[src/rtl/datapath_if.sv]
// Instruction/control bundle and observation outputs of the 4x8 register-file datapath.
interface datapath_if;
  logic       reg_write_enable_ctrl;
  logic [1:0] alu_op_select_ctrl;
  logic       alu_operand_b_select_ctrl;
  logic [1:0] rx_addr_instr;
  logic [1:0] ry_addr_instr;
  logic [7:0] immediate_instr;
  logic [1:0] display_reg_select;
  logic [7:0] hex_display_data;
  logic [7:0] r0_debug;
  logic [7:0] r1_debug;
  logic [7:0] r2_debug;
  logic [7:0] r3_debug;

  modport master (
    output reg_write_enable_ctrl, alu_op_select_ctrl, alu_operand_b_select_ctrl,
           rx_addr_instr, ry_addr_instr, immediate_instr, display_reg_select,
    input  hex_display_data, r0_debug, r1_debug, r2_debug, r3_debug
  );

  modport slave (
    input  reg_write_enable_ctrl, alu_op_select_ctrl, alu_operand_b_select_ctrl,
           rx_addr_instr, ry_addr_instr, immediate_instr, display_reg_select,
    output hex_display_data, r0_debug, r1_debug, r2_debug, r3_debug
  );
endinterface

[src/rtl/datapath.sv]
// Four 8-bit registers feeding a combinational 2-operand ALU; result written back to Rx.
module datapath (
  input  logic     clk,
  input  logic     rst_n,
  datapath_if.slave bus
);

  typedef enum logic [1:0] {
    ALU_PASS_B = 2'b00,
    ALU_ADD    = 2'b01,
    ALU_XOR    = 2'b10,
    ALU_PASS_A = 2'b11
  } alu_op_e;

  logic [3:0][7:0] regs;
  logic [7:0]      op_a;
  logic [7:0]      op_b;
  logic [7:0]      alu_result;

  // Reads are combinational, so operands always see pre-edge contents (Rx==Ry included).
  always_comb begin
    op_a = regs[bus.rx_addr_instr];
    op_b = bus.alu_operand_b_select_ctrl ? bus.immediate_instr : regs[bus.ry_addr_instr];
  end

  always_comb begin
    alu_result = op_b;
    case (alu_op_e'(bus.alu_op_select_ctrl))
      ALU_PASS_B: alu_result = op_b;
      ALU_ADD:    alu_result = op_a + op_b;
      ALU_XOR:    alu_result = op_a ^ op_b;
      ALU_PASS_A: alu_result = op_a;
      default:    alu_result = op_b;
    endcase
  end

  always_ff @(posedge clk or negedge rst_n) begin
    if (!rst_n) begin
      regs <= '0;
    end else if (bus.reg_write_enable_ctrl) begin
      regs[bus.rx_addr_instr] <= alu_result;
    end
  end

  assign bus.hex_display_data = regs[bus.display_reg_select];
  assign bus.r0_debug         = regs[0];
  assign bus.r1_debug         = regs[1];
  assign bus.r2_debug         = regs[2];
  assign bus.r3_debug         = regs[3];

endmodule

[src/flat_wrapper.sv]
// flat-port wrapper written by rule: the top's interface ports become plain ports
module datapath_flat 
  (clk, rst_n, bus_reg_write_enable_ctrl, bus_alu_op_select_ctrl, bus_alu_operand_b_select_ctrl, bus_rx_addr_instr, bus_ry_addr_instr, bus_immediate_instr, bus_display_reg_select, bus_hex_display_data, bus_r0_debug, bus_r1_debug, bus_r2_debug, bus_r3_debug);
  datapath_if bus_i ();
  input  logic clk;
  input  logic rst_n;
  input wire logic [$bits(bus_i.reg_write_enable_ctrl)-1:0] bus_reg_write_enable_ctrl;
  input wire logic [$bits(bus_i.alu_op_select_ctrl)-1:0] bus_alu_op_select_ctrl;
  input wire logic [$bits(bus_i.alu_operand_b_select_ctrl)-1:0] bus_alu_operand_b_select_ctrl;
  input wire logic [$bits(bus_i.rx_addr_instr)-1:0] bus_rx_addr_instr;
  input wire logic [$bits(bus_i.ry_addr_instr)-1:0] bus_ry_addr_instr;
  input wire logic [$bits(bus_i.immediate_instr)-1:0] bus_immediate_instr;
  input wire logic [$bits(bus_i.display_reg_select)-1:0] bus_display_reg_select;
  output wire logic [$bits(bus_i.hex_display_data)-1:0] bus_hex_display_data;
  output wire logic [$bits(bus_i.r0_debug)-1:0] bus_r0_debug;
  output wire logic [$bits(bus_i.r1_debug)-1:0] bus_r1_debug;
  output wire logic [$bits(bus_i.r2_debug)-1:0] bus_r2_debug;
  output wire logic [$bits(bus_i.r3_debug)-1:0] bus_r3_debug;
  assign bus_i.reg_write_enable_ctrl = bus_reg_write_enable_ctrl;
  assign bus_i.alu_op_select_ctrl = bus_alu_op_select_ctrl;
  assign bus_i.alu_operand_b_select_ctrl = bus_alu_operand_b_select_ctrl;
  assign bus_i.rx_addr_instr = bus_rx_addr_instr;
  assign bus_i.ry_addr_instr = bus_ry_addr_instr;
  assign bus_i.immediate_instr = bus_immediate_instr;
  assign bus_i.display_reg_select = bus_display_reg_select;
  assign bus_hex_display_data = bus_i.hex_display_data;
  assign bus_r0_debug = bus_i.r0_debug;
  assign bus_r1_debug = bus_i.r1_debug;
  assign bus_r2_debug = bus_i.r2_debug;
  assign bus_r3_debug = bus_i.r3_debug;
  datapath u_core (.clk(clk), .rst_n(rst_n), .bus(bus_i));
endmodule
[config.mk]
export PLATFORM = sky130hd
export DESIGN_NAME = datapath_flat
export DESIGN_NICKNAME = d
export VERILOG_FILES = /design/src/rtl/datapath_if.sv /design/src/rtl/datapath.sv /design/src/flat_wrapper.sv
export SDC_FILE = /design/constraint.sdc
export NUM_CORES = 1
export LEC_CHECK = 0
export ABC_AREA = 1
export CAP_MARGIN = 10
export CORE_MARGIN = 2
export CORE_UTILIZATION = 51
export CTS_CLUSTER_DIAMETER = 200
export DETAILED_ROUTE_END_ITERATION = 8
export PLACE_DENSITY = 0.81
export SLEW_MARGIN = 20
export SYNTH_ARGS = -nofsm -noshare
export SYNTH_HDL_FRONTEND = slang
export SYNTH_SLANG_ARGS = --single-unit
[constraint.sdc]
create_clock -name clk -period 3 [get_ports clk]
set_clock_uncertainty 0.05 [all_clocks]
set_input_delay 0.6 -clock clk [delete_from_list [all_inputs] [get_ports clk]]
set_output_delay 0.6 -clock clk [all_outputs]
set_load 0.01 [all_outputs]
==> out/results.env, run 1 <==
ROUTED_WIRELENGTH_UM=9180
YOSYS_REGISTER_BITS=32
FLOORPLAN.DIE.HEIGHT_UM=74.7
MAXCAPVIOLCOUNT=0
SYNTH_SEQUENTIAL_AREA_RATIO=0.314
INITIALDRTVIOLATIONCOUNT=235
SLEW-LIMIT-HEADROOM=0.659
LAYOUT_MIN_CYCLE_TIME_NS=2.89
VIASPERCELL=5.69
SYNTH_MUX_AREA_FRAC=0
FLOW.AREA_GROWTH_FROM_SYNTHESIS_PCT=45.1
SYNTH_TOP_CELL_AREA_SHARE=0.314
LEADING_CELL_TYPE_IN_THE_LAYOUT_FILL_AND_TAPS_EXCLUDED='sky130_fd_sc_hd__nand2_1'
DIEWIDTH_UM=74.7
COMPOUND_GATE_FRACTION_OF_SYNTH_AREA=0.236
SYNTH_TOP_CELLS_BY_AREA='sky130_fd_sc_hd__dfrtp_1 31%, sky130_fd_sc_hd__nand2_1 18%, sky130_fd_sc_hd__o21ai_0 8.3%, sky130_fd_sc_hd__inv_1 6.0%, sky130_fd_sc_hd__nand3_1 5.1%'
YS.WARNINGS.COUNT=0
CLOCK_POWER_SHARE=0.156
POWER_DENSITY_mW_PER_MM2=606
NUMBER_OF_GLOBAL_ROUTE_VIAS_BEFORE_REPAIR=3010
MAX-VDD-IR-DROP_uV=457
PLACEMENT_ROWS=25
SYN-INSTANCE-COUNT=401
FIRSTDRTPASSITERS=5
WORSTHOLDPATHTYPE='reg -> reg'
POWER.NET_SWITCHING_mW=0.918
DRT.ANTENNA.VIOLATING_NETS=0
IO_PINS=60
SYNTH_FP_NETS=429
CTSROOTBUFFERMASTER='sky130_fd_sc_hd__clkbuf_8'
TRITONCTS='done'
NUM_VIAS=3252
TOTAL_POWER_mW=2.24
LEADING_AREA_CONTRIBUTOR_AFTER_SYNTHESIS='sky130_fd_sc_hd__dfrtp_1'
DRT_DRC_VIOLATIONS_LEFT=0
CRIT_REQUIRED_NS=2.35
NETLIST-CELL-TYPE-COUNT=33
PORTBUFFERS=59
SLEW_AT_THE_PIN_WITH_THE_WORST_MAX_SLEW_SLACK_NS=0.511
LAYOUT_COMMON_CELLS='121 x sky130_fd_sc_hd__nand2_1, 54 x sky130_fd_sc_hd__clkdlybuf4s50_1, 46 x sky130_fd_sc_hd__buf_4'
POWER.SWITCHING_FRACTION=0.410
GRT_START_MAX_NET_PINS=33
CRITICAL_PATH.STARTPOINT_TYPE='primary input'
DIE_AREA_MM2=0.00558
WORST_SETUP_PATH_END_KIND='primary output'
GRT_FIRST_PASS_WIRELENGTH_UM=14400
CTS_MAX_PATH_BUFFERS=2
DOMINANT_COMBINATIONAL_CELL_FAMILY_BY_AREA_AFTER_SYNTHESIS='simple AND/OR/NAND/NOR gates'
SYN_AREA_MM2=0.00255
FIN_CRIT_SH=0.962
PWR-SHARE-COMB=0.526
SYNTH_FA_HA_AREA_FRAC=0.0422
DRV_SLEW=0
DPL.HPWL_UM=6760
DETAIL_ROUTE.WL_PER_CELL_UM=16.0
FLOORPLAN.CORE_AREA_MM2=0.00475
TIMING.FINAL.HOLD_VIOLATIONS=0
CORE_OCCUPANCY_IN_THE_FINISHED_LAYOUT=0.778
GRT_USE_TOTAL=0.349
NNETSFINAL=532
WORSTSETUPPATHTYPE='in -> out'
GRT_ANTENNA_BEFORE_REPAIR=0
MAXIMUM_FANOUT_COUNT_ALONG_THE_CRITICAL_PATH=8
SYNTHSIMPLEGATEAREAFRAC=0.317
POSTSYNTHAREAPERCELL_UM2=6.35
SEQ_PWR_SHARE=0.318
CRITPATHARRIVALTIME_NS=2.24
LEAKAGEPOWER_nW=1.81
YOSYS.AREA_SHARE.XOR_XNOR=0
CELL_INTERNAL_PWR_mW=1.32
GP_ROUTABILITY_CONGESTION=0.931
CLKSINKCOUNT=32
WORST_SKEW_PAIR.LATE_LATENCY_NS=0.28
FLOORPLAN.INITIALDENSITY=0.536
CLOCK.FMAX_MHz=347
NUMCTSBUFFERS=5
FINALSETUPVIOLCOUNT=0
GRT_REMAINING_OVERFLOW=0
DRIVE_ABOVE_1_SHARE=0.168
CTS.HTREE.LEVELS=2
STATUS='completed'
CTS.CLK_SLEW.WORST_PATHS_NS=0.06
ANTENNA_CELLS_INSERTED=0
==> path summary, 6_finish.rpt <==
path	slack, ns	cells past startpoint	end	startpoint
worst max-delay path	0.11	7	bus_hex_display_data[5]	bus_display_reg_select[0]
worst min-delay path	0.51	2	u_core.bus.r2_debug[5]	u_core.bus.r2_debug[5]
worst max register to register	0.53	16	u_core.bus.r3_debug[4]	u_core.bus.r2_debug[1]
worst min register to register	0.51	2	u_core.bus.r2_debug[5]	u_core.bus.r2_debug[5]
max in group asynchronous	1.93	2	u_core.bus.r3_debug[0]	rst_n
min in group asynchronous	0.67	2	u_core.bus.r3_debug[3]	rst_n
==> sequential cells by signal (all words and copies together), names as in the netlist <==
register / flops
u_core.bus.r0_debug: 8
u_core.bus.r1_debug: 8
u_core.bus.r2_debug: 8
u_core.bus.r3_debug: 8
==> layer usage <==
metal,track usage,wire length [um]
met5,0,0
met2,0.567,4250
met4,0.161,368
met1,0.451,3680
met3,0.0696,873
==> timing repair <==
item / 4_1_cts / 5_1_grt
gates cloned: 0 / 1
buffers inserted: 1 / 4
hold buffers: 0 / 0
pin swaps: 1 / 4
hold endpoints to repair: 0 / 0
setup endpoints to repair: 16 / 32
resized for setup: 7 / 13
==> cells by family (layout without fill, tap and decap cells) <==
kind of cell    after synthesis  count (layout)
flops                        32              32
fa+ha+maj                     8               8
buf+inv                      60             164
compound gates              108             108
simple gates                193             193
==> cell type report <==
type                    count  area, um^2
flip-flops and latches     32         801
inverters                  47         183
repair inverters            1        5.00
repair buffers            108         982
fillers                   380        1060
well taps                  67        83.8
clock inverters             1        7.51
clock buffers               7        86.3
multi-input cells         309        1550
==> metrics by stage <==
step	setup WS, ns	setup TNS (ns)	area [um^2]	instances	hold WS, ns
after detailed placement	-0.411	-8.14	3510	558	0.476
after global placement	-0.363	-6.66	3510	558	0.464
after global routing	-0.00208	-0.00431	3700	572	0.508
after CTS	0.0190	0	3620	567	0.496
final	0.115	0	3700	572	0.506
after floorplan	0.308	0	2550	401	0.254
==> power by group through the flow <==
stage | Sequential [mW] | Combinational (mW) | Clock [mW]
final | 0.713 | 1.18 | 0.349
after floorplan | 0.726 | 0.527 | 0
after CTS | 0.705 | 1.14 | 0.352
after global routing | 0.725 | 1.30 | 0.364
after detailed placement | 0.710 | 1.13 | 0
after global placement | 0.709 | 1.10 | 0
==> critical path: stages <==
cell and delay, ns:
sky130_fd_sc_hd__clkdlybuf4s50_1 0.49, sky130_fd_sc_hd__inv_1 0.10, sky130_fd_sc_hd__buf_4 0.18, sky130_fd_sc_hd__a21oi_1 0.12, sky130_fd_sc_hd__o21ai_0 0.09, sky130_fd_sc_hd__o21ai_0 0.09, sky130_fd_sc_hd__clkdlybuf4s50_1 0.57
==> cells in the mapped netlist <==
| cell type | instances |
|---|---|
| sky130_fd_sc_hd__a21oi_1 | 25 |
| sky130_fd_sc_hd__nand2_1 | 121 |
| sky130_fd_sc_hd__a31oi_1 | 4 |
| sky130_fd_sc_hd__o21bai_1 | 1 |
| sky130_fd_sc_hd__nand3_2 | 2 |
| sky130_fd_sc_hd__or2_2 | 4 |
| sky130_fd_sc_hd__a22oi_1 | 7 |
| sky130_fd_sc_hd__nand2_2 | 1 |
| sky130_fd_sc_hd__nand3b_1 | 1 |
| sky130_fd_sc_hd__o21ai_1 | 19 |
| sky130_fd_sc_hd__o21ai_0 | 42 |
| sky130_fd_sc_hd__nor3_1 | 1 |
| sky130_fd_sc_hd__buf_1 | 1 |
| sky130_fd_sc_hd__fa_1 | 1 |
| sky130_fd_sc_hd__nor2_2 | 3 |
| sky130_fd_sc_hd__o2111ai_1 | 2 |
| sky130_fd_sc_hd__nor2_4 | 1 |
| sky130_fd_sc_hd__nor2_1 | 31 |
| sky130_fd_sc_hd__o21ai_2 | 1 |
| sky130_fd_sc_hd__o211ai_1 | 1 |
| sky130_fd_sc_hd__nand3_1 | 26 |
| sky130_fd_sc_hd__nand4_1 | 2 |
| sky130_fd_sc_hd__o22ai_1 | 3 |
| sky130_fd_sc_hd__ha_1 | 7 |
| sky130_fd_sc_hd__inv_2 | 4 |
| sky130_fd_sc_hd__clkbuf_1 | 9 |
| sky130_fd_sc_hd__buf_2 | 2 |
| sky130_fd_sc_hd__o21a_1 | 1 |
| sky130_fd_sc_hd__clkinv_1 | 2 |
| sky130_fd_sc_hd__o22ai_2 | 2 |
| sky130_fd_sc_hd__buf_4 | 1 |
| sky130_fd_sc_hd__dfrtp_1 | 32 |
| sky130_fd_sc_hd__inv_1 | 41 |
(Power assumes the default switching activity.)
==> run 2, diff against run 1 <==
--- a/config.mk
+++ b/config.mk
@@ -12,7 +12,7 @@
 export CTS_CLUSTER_DIAMETER = 200
 export DETAILED_ROUTE_END_ITERATION = 8
 export PLACE_DENSITY = 0.81
-export SLEW_MARGIN = 20
+export SLEW_MARGIN = 10
 export SYNTH_ARGS = -nofsm -noshare
 export SYNTH_HDL_FRONTEND = slang
 export SYNTH_SLANG_ARGS = --single-unit
==> results of run 2 <==
No change in the layout: final DEF, timing and power equal those of run 1.
